## src/rtl/ab_seq_gen_pkg.sv

```systemverilog
// Shared definitions for the a/b protocol: state encodings, the legal edge
// table and the per-state illegal pair used for fault injection.
package ab_seq_gen_pkg;

    typedef enum logic [2:0] {
        S0 = 3'd0,
        S1 = 3'd1,
        S2 = 3'd2,
        S3 = 3'd3,
        S4 = 3'd4,
        S5 = 3'd5
    } pstate_e;

    typedef enum logic {
        IDLE = 1'b0,
        RUN  = 1'b1
    } ctrl_e;

    localparam logic [7:0] LFSR_RESET = 8'h01;

    // Pair {a,b} emitted when leaving state s through option opt.
    function automatic logic [1:0] edge_pair(input pstate_e s, input logic opt);
        case (s)
            S0:      edge_pair = opt ? 2'b00 : 2'b11;
            S1:      edge_pair = opt ? 2'b01 : 2'b10;
            S2:      edge_pair = opt ? 2'b10 : 2'b00;
            S3:      edge_pair = opt ? 2'b10 : 2'b00;
            S4:      edge_pair = opt ? 2'b10 : 2'b01;
            S5:      edge_pair = opt ? 2'b10 : 2'b00;
            default: edge_pair = 2'b00;
        endcase
    endfunction

    function automatic pstate_e edge_next(input pstate_e s, input logic opt);
        case (s)
            S0:      edge_next = opt ? S5 : S1;
            S1:      edge_next = opt ? S3 : S4;
            S2:      edge_next = opt ? S5 : S1;
            S3:      edge_next = opt ? S4 : S2;
            S4:      edge_next = opt ? S3 : S5;
            S5:      edge_next = opt ? S0 : S5;
            default: edge_next = S0;
        endcase
    endfunction

    function automatic logic [1:0] illegal_pair(input pstate_e s);
        case (s)
            S0:      illegal_pair = 2'b10;
            S1:      illegal_pair = 2'b00;
            S2:      illegal_pair = 2'b01;
            S3:      illegal_pair = 2'b11;
            S4:      illegal_pair = 2'b00;
            S5:      illegal_pair = 2'b01;
            default: illegal_pair = 2'b00;
        endcase
    endfunction

endpackage

```

## src/rtl/ab_seq_gen_lfsr8.sv

```systemverilog
// 8-bit Galois LFSR; a load combined with a shift loads the already-stepped
// seed so the very first beat of a burst also advances the sequence.
module ab_lfsr8
    import ab_seq_gen_pkg::*;
#(
    parameter logic [7:0] TAPS = 8'hB8
) (
    input  logic       clk,
    input  logic       reset,
    input  logic       load,
    input  logic [7:0] seed,
    input  logic       shift,
    output logic [7:0] q
);

    logic [7:0] seed_eff;
    logic [7:0] base;
    logic [7:0] stepped;

    always_comb begin
        seed_eff = (seed == 8'h00) ? LFSR_RESET : seed;
        base     = load ? seed_eff : q;
        stepped  = base[0] ? ((base >> 1) ^ TAPS) : (base >> 1);
    end

    always_ff @(posedge clk or posedge reset) begin
        if (reset) begin
            q <= LFSR_RESET;
        end else if (load || shift) begin
            q <= shift ? stepped : base;
        end
    end

endmodule

```

## src/rtl/ab_seq_gen.sv

```systemverilog
// Burst generator for the a/b protocol: walks the legal edge graph with a
// valid/ready handshake, optionally inserting one illegal pair on request.
module ab_seq_gen #(
    parameter int         LEN_W     = 8,
    parameter logic [7:0] LFSR_TAPS = 8'hB8
) (
    input  logic             clk,
    input  logic             reset,
    input  logic             start,
    input  logic [LEN_W-1:0] len,
    input  logic [7:0]       seed,
    input  logic             mode,
    input  logic             sel,
    input  logic             inject,
    input  logic             ready,
    output logic             a,
    output logic             b,
    output logic             valid,
    output logic             illegal,
    output logic             busy,
    output logic             done,
    output logic [2:0]       pstate
);
    import ab_seq_gen_pkg::*;

    ctrl_e            state_reg;
    pstate_e          pstate_reg;
    logic [LEN_W-1:0] len_reg;
    logic [LEN_W-1:0] beat_cnt_reg;
    logic             mode_reg;
    logic             cur_opt_reg;
    logic             inject_pending_reg;
    logic             a_reg, b_reg, valid_reg, illegal_reg, busy_reg, done_reg;

    logic [7:0]       lfsr_q;
    logic             lfsr_unused;
    logic             start_go, load_first, load_next, load_beat, accept, last_beat;
    logic             mode_eff, lfsr_bit, choice, inj_eff;
    logic [LEN_W-1:0] cnt_inc;
    pstate_e          pstate_adv, base_state;
    logic [1:0]       new_pair;

    assign lfsr_unused = ^lfsr_q[7:1];

    always_comb begin
        start_go   = (state_reg == IDLE) && start;
        load_first = start_go && (len != '0);
        accept     = (state_reg == RUN) && valid_reg && ready;
        cnt_inc    = beat_cnt_reg + LEN_W'(1);
        last_beat  = (cnt_inc == len_reg);
        load_next  = accept && !last_beat;
        load_beat  = load_first || load_next;
        // In IDLE the beat is built from the inputs being captured this cycle.
        mode_eff   = (state_reg == IDLE) ? mode : mode_reg;
        lfsr_bit   = (state_reg == IDLE) ? ((seed == 8'h00) || seed[0]) : lfsr_q[0];
        choice     = mode_eff ? sel : lfsr_bit;
        pstate_adv = illegal_reg ? pstate_reg : edge_next(pstate_reg, cur_opt_reg);
        base_state = (state_reg == IDLE) ? pstate_reg : pstate_adv;
        inj_eff    = inject || inject_pending_reg;
        new_pair   = inj_eff ? illegal_pair(base_state) : edge_pair(base_state, choice);
    end

    ab_lfsr8 #(
        .TAPS (LFSR_TAPS)
    ) u_lfsr (
        .clk   (clk),
        .reset (reset),
        .load  (start_go),
        .seed  (seed),
        .shift (load_beat && !mode_eff),
        .q     (lfsr_q)
    );

    always_ff @(posedge clk or posedge reset) begin
        if (reset) begin
            state_reg          <= IDLE;
            pstate_reg         <= S0;
            len_reg            <= '0;
            beat_cnt_reg       <= '0;
            mode_reg           <= 1'b0;
            cur_opt_reg        <= 1'b0;
            inject_pending_reg <= 1'b0;
            a_reg              <= 1'b0;
            b_reg              <= 1'b0;
            valid_reg          <= 1'b0;
            illegal_reg        <= 1'b0;
            busy_reg           <= 1'b0;
            done_reg           <= 1'b0;
        end else begin
            done_reg <= 1'b0;
            if (accept) begin
                pstate_reg   <= pstate_adv;
                beat_cnt_reg <= cnt_inc;
            end
            if (load_beat) begin
                {a_reg, b_reg}     <= new_pair;
                valid_reg          <= 1'b1;
                illegal_reg        <= inj_eff;
                cur_opt_reg        <= choice;
                inject_pending_reg <= 1'b0;
            end else if (inject) begin
                inject_pending_reg <= 1'b1;
            end
            case (state_reg)
                IDLE: begin
                    if (start_go) begin
                        if (len == '0) begin
                            done_reg <= 1'b1;
                        end else begin
                            state_reg    <= RUN;
                            busy_reg     <= 1'b1;
                            len_reg      <= len;
                            mode_reg     <= mode;
                            beat_cnt_reg <= '0;
                        end
                    end
                end
                RUN: begin
                    if (accept && last_beat) begin
                        state_reg   <= IDLE;
                        busy_reg    <= 1'b0;
                        done_reg    <= 1'b1;
                        valid_reg   <= 1'b0;
                        illegal_reg <= 1'b0;
                        a_reg       <= 1'b0;
                        b_reg       <= 1'b0;
                    end
                end
                default: state_reg <= IDLE;
            endcase
        end
    end

    assign a       = a_reg;
    assign b       = b_reg;
    assign valid   = valid_reg;
    assign illegal = illegal_reg;
    assign busy    = busy_reg;
    assign done    = done_reg;
    assign pstate  = pstate_reg;

endmodule

```

## config.mk

```make
export PLATFORM = sky130hd
export DESIGN_NAME = ab_seq_gen
export DESIGN_NICKNAME = d
export VERILOG_FILES = /design/src/rtl/ab_seq_gen_pkg.sv /design/src/rtl/ab_seq_gen_lfsr8.sv /design/src/rtl/ab_seq_gen.sv
export SDC_FILE = /design/constraint.sdc
export NUM_CORES = 1
export LEC_CHECK = 0
export BUFFER_PORTS_ARGS = -buffer_cell sky130_fd_sc_hd__buf_4
export CAP_MARGIN = 15
export CORE_MARGIN = 4
export CORE_UTILIZATION = 63
export CTS_BUF_LIST = sky130_fd_sc_hd__clkbuf_8
export CTS_CLUSTER_DIAMETER = 100
export DETAILED_ROUTE_END_ITERATION = 10
export GPL_ROUTABILITY_DRIVEN = 0
export PLACE_DENSITY = 0.92
export SYNTH_ARGS = -nofsm -noshare
export SYNTH_HDL_FRONTEND = slang
export SYNTH_SLANG_ARGS = --single-unit
```

## constraint.sdc

```tcl
create_clock -name clk -period 6.95 [get_ports clk]
set_input_delay 1.39 -clock clk [delete_from_list [all_inputs] [get_ports clk]]
set_output_delay 1.39 -clock clk [all_outputs]
set_load 0.1 [all_outputs]
```

==> impl_metrics.py <==
metrics = {
    "detailed_routing": {
        "drtPass1Iterations": 4,
        "drtIter0Drc": 78,
        "via_per_inst": 6.04,
        "dr_total_vias": 1728,
        "avgRoutedWirePerCell_microns": 16.2,
        "drc": 0,
        "routed_wl_mm": 4.63,
        "postRouteAntennaNets": 0,
    },
    "sta": {
        "fin_crit_ps": 2730,
        "finalSetupViolCount": 0,
        "finalHoldViolCount": 0,
        "slew_headroom_pct": 59.8,
        "slew_violations": 0,
        "setup-tns-final_ps": 0,
        "fmax_mhz": 366,
        "setup_slack_ps": 4220,
        "finalCritPeriodShare_pct": 39.3,
        "fin_skew_ps": 2.71,
        "worst_pin_slew_ps": 602,
        "rsz0062_at_grt": "no",
    },
    "yosys": {
        "synth_nets": 236,
        "synth_top_area_share_pct": 41.3,
        "yosys.area.top_type": "dfrtp_1",
        "postSynthCellCount": 212,
        "netlist_area_sq_um": 2180,
        "synth_edf_count": 0,
        "syn_avg_cell_area_sq_um": 10.3,
        "synth_cell_type_count": 55,
        "ys_ff_latch": 37,
        "yosys_warnings": 0,
        "synth_area_leaders": "dfrtp_1, xnor2_1, mux2i_1, mux2_2, nand2_1",
        "ys.flop_type": "dfrtp_1",
        "synthArstFlopShare_pct": 100,
        "ys_seq_area_share_pct": 42.5,
    },
    "floorplanning": {
        "die_w_microns": 66.9,
        "die_area_sq_um": 4470,
        "ios": 32,
        "core_area_sq_um": 3340,
        "die_h_microns": 66.9,
        "fp-row-count": 21,
        "initial_utilization_pct": 65.4,
    },
    "cells_and_area": {
        "num_antenna_cells": 0,
        "layout_common_cells": "dfrtp_1, buf_4, nand2_1, nor2_1, xnor2_1",
        "area_growth_pct": 15.7,
        "nFillCells": 251,
        "finish.instance_area_sq_um": 2520,
        "mostFrequentLayoutCell": "dfrtp_1",
        "fin_nets": 263,
        "final_layout_size_suffix_gt1_share_pct": 26.3,
        "final_cell_count_no_fill": 286,
    },
    "setup_path": {
        "rr_endpoint": "cur_opt_reg",
        "slowest_stage": "nor4_1",
        "arrival_ps": 2890,
        "crit_path_start": "len[5]",
        "crit_type": "in2reg",
        "cp_num_buf_inv": 1,
        "rrSetupSlack_ps": 4600,
        "critPathMaxFanout": 8,
        "slowest_delay_ps": 450,
        "r2r_start": "beat_cnt_reg[0]",
        "cpLargestDelayFamily": "simple AND/OR/NAND/NOR gates",
        "crit_chain": "buf_4, nor4_1, a21oi_1, a32oi_1, nand2_4, mux4_2",
        "start_kind": "input port",
        "r2r_cells": 7,
        "endpoint_kind": "register",
        "crit_required_ps": 7110,
    },
    "worst_hold_path": {
        "min_path_type": "reg2reg",
        "hold_end": "inject_pending_reg",
        "whs_path_depth": 2,
        "hp-start": "inject_pending_reg",
    },
    "flow_run": {
        "drv_cap": 0,
    },
    "clock_network": {
        "clock_sinks": 37,
        "postCtsResizedCells": 0,
        "cts_max_level": 2,
        "insertion_delay_ps": 290,
        "cts_made_buffers": 5,
        "cts_tree": "done",
        "cts.clk_slew.worst_paths_ps": 70,
        "ctsHoldBuffers": 0,
        "clockBufferDepth": 2,
        "cts_root_buf": "clkbuf_8",
        "post-cts-setup-buffers": 0,
    },
    "grt": {
        "grt_max_degree": 38,
        "grt_usage_pct": 24.0,
        "grt_pass1_vias": 1673,
        "antenna_found_initial": 0,
        "grt_overflow": 0,
        "grt_pass1_wl_mm": 7.87,
    },
    "placed_design": {
        "hpwl_mm": 3.41,
        "portBuffers": 31,
        "dp_slack_ps": 3970,
        "placed_area_sq_um": 2420,
        "dp.cells": 278,
    },
    "status": {
        "status": "finished, final reports clean",
    },
    "power": {
        "p_leak_nw": 1.11,
        "vdd_drop_max_v": 0.000297,
        "powerDensity_nw_per_um2": 504,
        "finalPower_mw": 1.27,
    },
}
[layout make-up]
cell class,count,area [sq um],area share (%)
well taps,46,57.6,2.28
flip-flops and latches,37,927,36.7
multi-input cells,159,1180,46.7
inverters,3,11.3,0.446
repair buffers,33,248,9.82
clock buffers,7,96.3,3.82
clock inverters,1,5.00,0.198
[routing by layer]
layer | vias to the layer above | wire length (microns) | global-route usage, %
li1 | 821 | - | -
met1 | 854 | 2010 | 30.6
met2 | 47 | 2260 | 39.1
met3 | 6 | 265 | 5.40
met4 | 0 | 94 | 9.87
met5 | - | 0 | 0
[worst max-delay path by stage]
stage	depth (start not counted)	endpoint
5_1_grt	5	cur_opt_reg
2_1_floorplan	6	u_lfsr.q[1]
4_1_cts	6	u_lfsr.q[6]
3_3_place_gp	6	u_lfsr.q[2]
3_5_place_dp	6	u_lfsr.q[6]
6_report	6	u_lfsr.q[6]
[synthesized netlist by cell type (2+ instances only)]
cell,number
dfrtp_1,36
nand2_1,20
nor2_1,17
xnor2_1,16
mux2i_1,13
a21oi_1,9
mux2_2,8
buf_2,7
xor2_1,7
o21ai_0,5
clkbuf_1,4
nor3b_1,4
and3_1,3
inv_1,3
mux4_2,3
nand2b_1,3
nand4_1,3
nor3_1,3
nor4_1,3
o31ai_1,3
a2111o_1,2
a21o_1,2
nand3_1,2
nand3_2,2
o21a_1,2
o21ai_1,2
o21ai_2,2
[logic make-up (layout without fill, tap and decap cells)]
family,Yosys count,after routing,share of synthesized area (%)
simple gates,68,68,16.1
compound gates,42,42,14.3
flops,37,37,42.5
mux,25,25,13.9
xor+xnor,23,23,9.23
buf+inv,16,44,3.50
fa+ha+maj,1,1,0.573
[stage by stage]
step	hold WS (ps)	utilization, %
after CTS	509	75.6
after global placement	486	72.6
after floorplan	467	-
final	503	75.6
after global routing	554	75.6
after detailed placement	493	72.6
[worst min-delay path, cell delays in order (launching register included)]
cell and delay (ps):
dfrtp_1 340, nor2_1 50, nor2_1 70
[power breakdown]
| part | leakage [nW] | internal (mW) | switching (mW) | total, mW |
|---|---|---|---|---|
| combinational | 0.609 | 0.279 | 0.406 | 0.685 |
| sequential | 0.444 | 0.312 | 0.107 | 0.419 |
| clock | 0.0542 | 0.0897 | 0.0785 | 0.168 |
| total | 1.11 | 0.681 | 0.591 | 1.27 |
(Power assumes the default switching activity.)
